File: config.mk
export PLATFORM = sky130hd
export DESIGN_NAME = cosim_core_sequencer
export DESIGN_NICKNAME = d
export VERILOG_FILES = /design/src/rtl/cosim_core_sequencer.sv
export SDC_FILE = /design/constraint.sdc
export NUM_CORES = 1
export LEC_CHECK = 0
export ABC_AREA = 1
export BUFFER_PORTS_ARGS = -buffer_cell sky130_fd_sc_hd__buf_4
export CAP_MARGIN = 20
export CORE_MARGIN = 8
export CORE_UTILIZATION = 45
export CTS_CLUSTER_DIAMETER = 40
export DETAILED_ROUTE_END_ITERATION = 6
export HOLD_SLACK_MARGIN = 0.08
export PLACE_DENSITY = 0.72
export SLEW_MARGIN = 10
export SYNTH_ARGS = -nofsm -noshare
export SYNTH_HDL_FRONTEND = slang
export SYNTH_SLANG_ARGS = --single-unit
File: constraint.sdc
create_clock -name i_clk -period 4.5 [get_ports i_clk]
set_clock_uncertainty 0.05 [all_clocks]
set_input_delay 0.9 -clock i_clk [delete_from_list [all_inputs] [get_ports i_clk]]
set_output_delay 0.9 -clock i_clk [all_outputs]
set_load 0.01 [all_outputs]
File: src/rtl/cosim_core_sequencer.sv
// Core run sequencer: releases each core in the mask in turn, waits for its pass/fail edge or a
// timeout, and collects per-core results. Optional feature macro: CORE_SEQ_VIRTUAL_MODE_EN.
module cosim_core_sequencer #(
    parameter int NUM_CORES    = 4,
    parameter int TIMEOUT_W    = 32,
    parameter int RESET_CYCLES = 2,
    localparam int CW = (NUM_CORES > 1) ? $clog2(NUM_CORES) : 1
) (
    input  logic                 i_clk,
    input  logic                 i_rst,
    input  logic                 i_start,
    input  logic                 i_abort,
    input  logic [NUM_CORES-1:0] i_core_mask,
    input  logic [TIMEOUT_W-1:0] i_timeout_limit,
    input  logic                 i_program_loaded,
    input  logic [NUM_CORES-1:0] i_core_pass,
    input  logic [NUM_CORES-1:0] i_core_fail,
`ifdef CORE_SEQ_VIRTUAL_MODE_EN
    input  logic                 i_virtual_mode,
`endif
    output logic [NUM_CORES-1:0] o_tile_reset,
    output logic [NUM_CORES-1:0] o_core_reset,
    output logic [CW-1:0]        o_cur_core,
    output logic                 o_busy,
    output logic                 o_done,
    output logic [NUM_CORES-1:0] o_pass_mask,
    output logic [NUM_CORES-1:0] o_fail_mask,
    output logic [NUM_CORES-1:0] o_tmo_mask
);
    localparam int RW = $clog2(RESET_CYCLES + 1);

    typedef enum logic [2:0] {
        S_IDLE, S_WAIT_LOAD, S_SELECT, S_ALLRST, S_RUN, S_NEXT, S_DONE
    } state_t;

    state_t               r_state, w_state_nxt;
    logic [NUM_CORES-1:0] r_mask, w_mask_nxt;
    logic [TIMEOUT_W-1:0] r_limit, w_limit_nxt, r_cnt, w_cnt_nxt;
    logic [CW-1:0]        r_ptr, w_ptr_nxt, r_cur, w_cur_nxt;
    logic [RW-1:0]        r_rcnt, w_rcnt_nxt;
    logic [NUM_CORES-1:0] r_pass_q, r_fail_q;
    logic [NUM_CORES-1:0] r_tile, w_tile_nxt, r_core, w_core_nxt;
    logic [NUM_CORES-1:0] r_pass, w_pass_nxt, r_fail, w_fail_nxt, r_tmo, w_tmo_nxt;
    logic                 r_busy, r_done, w_done_nxt;
    logic                 w_virt, w_found, w_pass_edge, w_fail_edge, w_tmo_hit;
    logic [CW-1:0]        w_idx;

`ifdef CORE_SEQ_VIRTUAL_MODE_EN
    logic r_virt;
    always_ff @(posedge i_clk) begin
        if (i_rst)
            r_virt <= 1'b0;
        else if (r_state == S_IDLE && i_start && !i_abort)
            r_virt <= i_virtual_mode;
    end
    assign w_virt = r_virt;
`else
    assign w_virt = 1'b0;
`endif

    // Lowest set mask bit at or above the scan pointer.
    always_comb begin
        w_found = 1'b0;
        w_idx   = '0;
        for (int i = NUM_CORES - 1; i >= 0; i--) begin
            if (r_mask[i] && (i >= int'(r_ptr))) begin
                w_found = 1'b1;
                w_idx   = CW'(i);
            end
        end
    end

    assign w_pass_edge = i_core_pass[r_cur] & ~r_pass_q[r_cur];
    assign w_fail_edge = i_core_fail[r_cur] & ~r_fail_q[r_cur];
    assign w_tmo_hit   = (r_limit != '0) && (r_cnt == r_limit - TIMEOUT_W'(1));

    always_comb begin
        w_state_nxt = r_state;
        w_mask_nxt  = r_mask;
        w_limit_nxt = r_limit;
        w_cnt_nxt   = r_cnt;
        w_ptr_nxt   = r_ptr;
        w_cur_nxt   = r_cur;
        w_rcnt_nxt  = r_rcnt;
        w_tile_nxt  = r_tile;
        w_core_nxt  = r_core;
        w_pass_nxt  = r_pass;
        w_fail_nxt  = r_fail;
        w_tmo_nxt   = r_tmo;
        w_done_nxt  = 1'b0;
        unique case (r_state)
            S_IDLE: begin
                if (i_start) begin
                    w_mask_nxt  = i_core_mask;
                    w_limit_nxt = i_timeout_limit;
                    w_ptr_nxt   = '0;
                    w_pass_nxt  = '0;
                    w_fail_nxt  = '0;
                    w_tmo_nxt   = '0;
                    w_tile_nxt  = '1;
                    w_core_nxt  = '1;
                    w_state_nxt = S_WAIT_LOAD;
                end
            end
            S_WAIT_LOAD: begin
                if (i_program_loaded) begin
                    w_tile_nxt  = '0;
                    w_state_nxt = S_SELECT;
                end
            end
            S_SELECT: begin
                if (!w_found) begin
                    w_state_nxt = S_DONE;
                    w_done_nxt  = 1'b1;
                end else begin
                    w_cur_nxt = w_idx;
                    if (w_virt) begin
                        w_tile_nxt  = '1;
                        w_rcnt_nxt  = RW'(RESET_CYCLES - 1);
                        w_state_nxt = S_ALLRST;
                    end else begin
                        w_core_nxt[w_idx] = 1'b0;
                        w_cnt_nxt         = '0;
                        w_state_nxt       = S_RUN;
                    end
                end
            end
            S_ALLRST: begin
                if (r_rcnt == '0) begin
                    w_tile_nxt        = '0;
                    w_core_nxt[r_cur] = 1'b0;
                    w_cnt_nxt         = '0;
                    w_state_nxt       = S_RUN;
                end else begin
                    w_rcnt_nxt = r_rcnt - RW'(1);
                end
            end
            S_RUN: begin
                w_cnt_nxt = r_cnt + TIMEOUT_W'(1);
                if (w_fail_edge || w_pass_edge || w_tmo_hit) begin
                    // Park the finished core; an edge beats a coincident timeout.
                    w_core_nxt[r_cur] = 1'b1;
                    w_state_nxt       = S_NEXT;
                    if (w_fail_edge) begin
                        w_fail_nxt[r_cur] = 1'b1;
                    end else if (w_pass_edge) begin
                        w_pass_nxt[r_cur] = 1'b1;
                    end else begin
                        w_tmo_nxt[r_cur]  = 1'b1;
                        w_fail_nxt[r_cur] = 1'b1;
                    end
                end
            end
            S_NEXT: begin
                w_ptr_nxt = r_cur + CW'(1);
                if (int'(r_cur) == NUM_CORES - 1) begin
                    w_state_nxt = S_DONE;
                    w_done_nxt  = 1'b1;
                end else begin
                    w_state_nxt = S_SELECT;
                end
            end
            S_DONE:  w_state_nxt = S_IDLE;
            default: w_state_nxt = S_IDLE;
        endcase
        if (i_abort) begin
            w_state_nxt = S_IDLE;
            w_tile_nxt  = '0;
            w_core_nxt  = '0;
            w_done_nxt  = 1'b0;
            w_pass_nxt  = r_pass;
            w_fail_nxt  = r_fail;
            w_tmo_nxt   = r_tmo;
        end
    end

    always_ff @(posedge i_clk) begin
        if (i_rst) begin
            r_state  <= S_IDLE;
            r_mask   <= '0;
            r_limit  <= '0;
            r_cnt    <= '0;
            r_ptr    <= '0;
            r_cur    <= '0;
            r_rcnt   <= '0;
            r_pass_q <= '0;
            r_fail_q <= '0;
            r_tile   <= '0;
            r_core   <= '0;
            r_pass   <= '0;
            r_fail   <= '0;
            r_tmo    <= '0;
            r_busy   <= 1'b0;
            r_done   <= 1'b0;
        end else begin
            r_state  <= w_state_nxt;
            r_mask   <= w_mask_nxt;
            r_limit  <= w_limit_nxt;
            r_cnt    <= w_cnt_nxt;
            r_ptr    <= w_ptr_nxt;
            r_cur    <= w_cur_nxt;
            r_rcnt   <= w_rcnt_nxt;
            r_pass_q <= i_core_pass;
            r_fail_q <= i_core_fail;
            r_tile   <= w_tile_nxt;
            r_core   <= w_core_nxt;
            r_pass   <= w_pass_nxt;
            r_fail   <= w_fail_nxt;
            r_tmo    <= w_tmo_nxt;
            r_busy   <= (w_state_nxt != S_IDLE);
            r_done   <= w_done_nxt;
        end
    end

    assign o_tile_reset = r_tile;
    assign o_core_reset = r_core;
    assign o_cur_core   = r_cur;
    assign o_busy       = r_busy;
    assign o_done       = r_done;
    assign o_pass_mask  = r_pass;
    assign o_fail_mask  = r_fail;
    assign o_tmo_mask   = r_tmo;
endmodule
### Word-level counts from Yosys, hierarchy flattened

Index checks and enable logic that the tools add are counted.

| word-level totals | value |
|---|---|
| bits in registers | 107 |
| word-level logic and storage cells | 142 |
| output and inout port bits | 24 |
| input port bits | 49 |

| cells by class | value |
|---|---|
| multiplexer cells | 57 |
| reductions and logical operators | 28 |
| order comparisons | 7 |
| equality and inequality tests | 16 |
| add/sub/neg operators | 4 |
| bitwise gates (word level) | 14 |

Operators by type and width:

| cell | count |
|---|---|
| $pmux 32 s3 | 1 |
| $mux 32 | 2 |
| $mux 4 | 16 |
| $add 32x1->32 const B | 1 |
| $eq 32x32->1 | 1 |
| $reduce_bool 32->1 | 1 |
| $sub 32x1->32 const B | 1 |
| $pmux 4 s2 | 3 |
| $mux 3 | 6 |
| $pmux 3 s6 | 1 |
| $ne 2x2->1 const B | 8 |
| $or 4x4->4 | 4 |
| $pmux 4 s4 | 1 |
| $mux 1 | 12 |
| $mux 2 | 6 |
| $pmux 4 s3 | 1 |
| $reduce_and 6->1 | 2 |
| $reduce_and 5->1 | 2 |
| $reduce_bool 3->1 | 3 |
| $and 4x4->4 | 2 |
| $bmux 1 s2 | 4 |
| $not 4->4 | 2 |
| $reduce_and 2->1 | 4 |
| $eq 3x2->1 const B | 2 |
| 24 further kinds | 40 |

### Depth between registers and ports, before layout

| logic depth | value |
|---|---|
| depth after elaboration | 13 |
| gate-level depth with buffers | 20 |
| gate-level depth less buffers | 20 |

### Worst setup path before layout

Ideal clock, no wire load.

| timing | value |
|---|---|
| kind | input-to-reg |
| from | input port i_core_pass[1] |
| to | register r_pass[0] (netlist: o_pass_mask[0]) |
| data required time | 4333 ps |
| stages on the path | 9 |
| slack | 2342 ps |
| arrival | 1991 ps |
| library setup time | 117 ps |
| path buffers | 1 |
| cell sequence | nand2_1 > o22ai_1 > o21ai_0 > nor2_1 > a211oi_1 > nand2_1 > nand2_1 > buf_2 > nor2_1 |

| on the way | value |
|---|---|
| cells in the longest elaborated chain, start to end | 7 |
| elaborated cells on any way between the ends | 8 |
| those cells by class | eq/ne (2); mux (2); bitwise (1); reduce/logical (3) |

RTL lines:

| item | line | source |
|---|---|---|
| start, declared | 16 | `input logic [NUM_CORES-1:0] i_core_pass,` |
| $bmux 1 s2 * | 73 | `assign w_pass_edge = i_core_pass[r_cur] & ~r_pass_q[r_cur];` |
| $mux 1 (implied by the code) * | 73 |  |
| $and 1x1->1 * | 73 |  |
| $logic_or 1x1->1 (2 in a row) | 140 | `if (w_fail_edge \|\| w_pass_edge \|\| w_tmo_hit) begin` |
| $ne 2x2->1 (no source line) | -- |  |
| $reduce_and 6->1 (no source line) * | -- |  |
| end signal, assigned | 207 | `r_pass <= w_pass_nxt;` |
| end, declared | 43 | `logic [NUM_CORES-1:0] r_pass, w_pass_nxt, r_fail, w_fail_nxt, r_tmo, w_tmo_nxt;` |

Every way passes the cells marked *; elsewhere a longest branch is shown, timed or not. The select of a mux whose other input is x is not followed.
A chain may end at the register's enable or synchronous reset.

### Worst setup path in the final report

| timing | value |
|---|---|
| from | register r_state[0] |
| to | register r_cnt[27] |

| on the way | value |
|---|---|
| cells in the longest elaborated chain, start to end | 3 |
| elaborated cells on any way between the ends | 8 |
| those cells by class | eq/ne (5); mux (1); reduce/logical (2) |

RTL lines:

| item | line | source |
|---|---|---|
| start, declared | 36 | `state_t r_state, w_state_nxt;` |
| start signal, assigned | 196 | `r_state <= w_state_nxt;` |
| $eq 3x2->1 or $eq 3x3->1 (tied branches) | 91 | `unique case (r_state)` |
| $ne 2x2->1 (no source line) or $reduce_bool 3->1 (tied branches) | -- |  |
| $reduce_and 3->1 (no source line) | -- |  |
| end signal, assigned | 199 | `r_cnt <= w_cnt_nxt;` |
| end, declared | 38 | `logic [TIMEOUT_W-1:0] r_limit, w_limit_nxt, r_cnt, w_cnt_nxt;` |

Parallel ways exist; a longest one is shown, timed or not.

==> metrics.yaml <==
setup_viol: 0
synth.distinct_cells: 47
syn-cell-area_sq_um: 6050
leakage_nw: 3.00
post_cts_buffers: 0
dp.final_hpwl_um: 13700
hold_violations: 0
yosysSeqAreaShare_pct: 34.4
max_freq_ghz: 0.380
worst_r2r_startpoint: "r_state[0]"
worst_skew_pair.late_latency_ps: 360
cts_resized: 0
die_w_um: 132
synthTopCellsByArea: "dfxtp_1 (34%), nand2_1 (14%), a21oi_1 (7.4%)"
cts_tree: "done"
critPathMaxFanout: 19
fin_crit_sh_pct: 58.5
r2r_cells: 11
hp-class: "register to register"
antenna_found_initial: 0
num_antenna_cells: 0
drtAntennaViolNets: 0
critPathArrivalTime_ps: 2890
crit_path_start: "r_state[0]"
layout-drive-gt1-share_pct: 13.7
die_h_um: 132
core_area_sq_um: 13200
fin_crit_ps: 2630
r2r-end: "r_cnt[27]"
cts_buffer_depth: 2
final_cell_mix: "nand2_1 (226), nor2_1 (114), inv_1 (104), dfxtp_1 (104), a21oi_1 (89)"
routed_wl_um: 17500
gp_congestion: 0.924
synthesis.yosys.warnings: 0
first_pass_iters: 5
drcViolationCount: 0
synth_nets: 991
clockRootBuffer: "clkbuf_16"
grt_max_degree: 58
clkSlewWorstSetupHoldPaths_ps: 80
hold_depth: 2
clock-sinks: 104
die_area_sq_um: 17400
syn_area_per_cell_sq_um: 6.48
numCtsBuffers: 9
fp-row-count: 42
synth.ff_latch_count: 104
synthCells: 935
final_common_cell: "nand2_1"
via_count: 6111
post-place-ws_ps: 1890
finalNetCount: 1053
seqCellArea_sq_um: 2080
status: "finished clean"
synth-main-ff-cell: "dfxtp_1"
drv_slew: 0
area_delta_synth_final_pct: 15.6
relSlewSlack_pct: 39.7
min_to: "o_tmo_mask[2]"
synth_top_area_share_pct: 34.4
drv_cap: 0
tns_ps: 0
setup_slack_ps: 1870
cts-hold-fix-buffers: 0
multi_input_area_sq_um: 3420
routed_via_density: 5.19
yosysTopAreaCell: "dfxtp_1"
grt_pass1_vias: 5771
pwr_density_cell_nw_per_um2: 306
initial_utilization_pct: 45.9
grt.overflow.total: 0
grtUsageTotal_pct: 20.0
synth-async-reset-ratio_pct: 0
fillers: 1315
worstPathRequired_ps: 4750
htree_levels: 3
wl_per_cell_um: 14.8
worst_pin_slew_ps: 904
cp-end-kind: "register"
start_kind: "register"
worst_hold_startpoint: "o_tmo_mask[2]"
ir_drop_mv: 0.233
setup.worst_path.class: "register to register"
rsz0062_at_grt: "no"
synth-edff-count: 0
pin_count: 73
r2r_slack_ps: 1870
grt_pass1_wl_um: 28700
portBuffers: 72
drtIter0Drc: 472
[power breakdown]
part | internal, mW | total (mW) | switching (mW)
sequential | 0.954 | 0.992 | 0.0381
clock | 0.384 | 0.765 | 0.380
combinational | 0.141 | 0.387 | 0.246
[cell families (layout without fill, tap and decap cells)]
| family | after synthesis | in the layout | synth area share, % |
|---|---|---|---|
| xor gates and xnor gates | 28 | 28 | 4.05 |
| DFF | 104 | 104 | 34.4 |
| AOI/OAI and AO/OA | 158 | 158 | 13.9 |
| buffers and inverters | 141 | 208 | 9.13 |
| adders and majority gates | 7 | 7 | 1.45 |
| and+or+nand+nor | 497 | 497 | 37.1 |
[stage by stage]
step	power [mW]	hold WS (ps)	utilization [%]	instances	cell area [sq um]
6_report	2.14	404	53.1	1178	7000
3_5_place_dp	1.40	398	51.0	1162	6720
3_3_place_gp	1.39	394	51.0	1162	6720
4_1_cts	2.15	409	53.1	1178	7000
5_1_grt	2.25	443	53.1	1178	7000
2_1_floorplan	1.28	372	-	935	6050
[worst max-delay path, stage by stage (launching register included)]
cell and delay (ps):
dfxtp_1 420, inv_1 120, nor2_1 160, inv_2 80, nor2_2 200, inv_2 80, nand2_4 120, inv_2 50
a21oi_2 710, inv_2 230, a21oi_1 210, o21a_1 140
[routing by layer]
metal | vias to the layer above | wire length (um) | GRT usage [%]
met2 | 177 | 7770 | 32.0
met4 | 0 | 138 | 3.96
li1 | 3161 | - | -
met1 | 2762 | 8330 | 26.7
met5 | - | 0 | 0
met3 | 11 | 1220 | 5.07
[worst max path at each step]
stage / slack, ps / cells past startpoint / end
after floorplan: 2340 / 9 / o_pass_mask[0]
after global placement: 1930 / 9 / o_pass_mask[1]
after detailed placement: 1890 / 16 / o_core_reset[2]
after CTS: 1880 / 16 / o_core_reset[2]
after global routing: 1530 / 18 / o_fail_mask[0]
final: 1870 / 11 / r_cnt[27]
[flip-flops by register name, summed over array words and instances, names as in the netlist, 3 cells and up]
name	count
r_cnt	32
o_core_reset	4
r_mask	4
o_tmo_mask	4
r_fail_q	4
r_limit	32
o_pass_mask	4
r_state	3
r_pass_q	4
o_fail_mask	4
[cells in the mapped netlist, types with 2 or more instances]
master,instances
nor2_1,114
clkbuf_1,15
o21a_1,3
nand3_1,78
nor3_2,2
xor2_1,19
nand4_1,18
nand3b_1,5
nor2_4,8
xnor2_1,9
inv_2,11
nor2_2,7
ha_1,7
buf_1,2
nand2_2,7
nor4_1,3
nor3_1,17
o21ai_0,40
o22ai_1,2
dfxtp_1,104
buf_2,2
nand2_1,226
o21ai_1,11
o221ai_1,2
nand3_2,4
or2_2,2
a21oi_1,89
inv_1,104
o31ai_1,3
buf_4,3
clkinv_1,2
[layout make-up]
type | instances | share of cell area, %
clock buffers | 10 | 3.27
repair buffers | 74 | 7.93
clock inverters | 6 | 0.715
flip-flops and latches | 104 | 29.7
multi-input cells | 690 | 48.8
inverters | 118 | 6.36
well taps | 176 | 3.15
(Power assumes the default switching activity.)
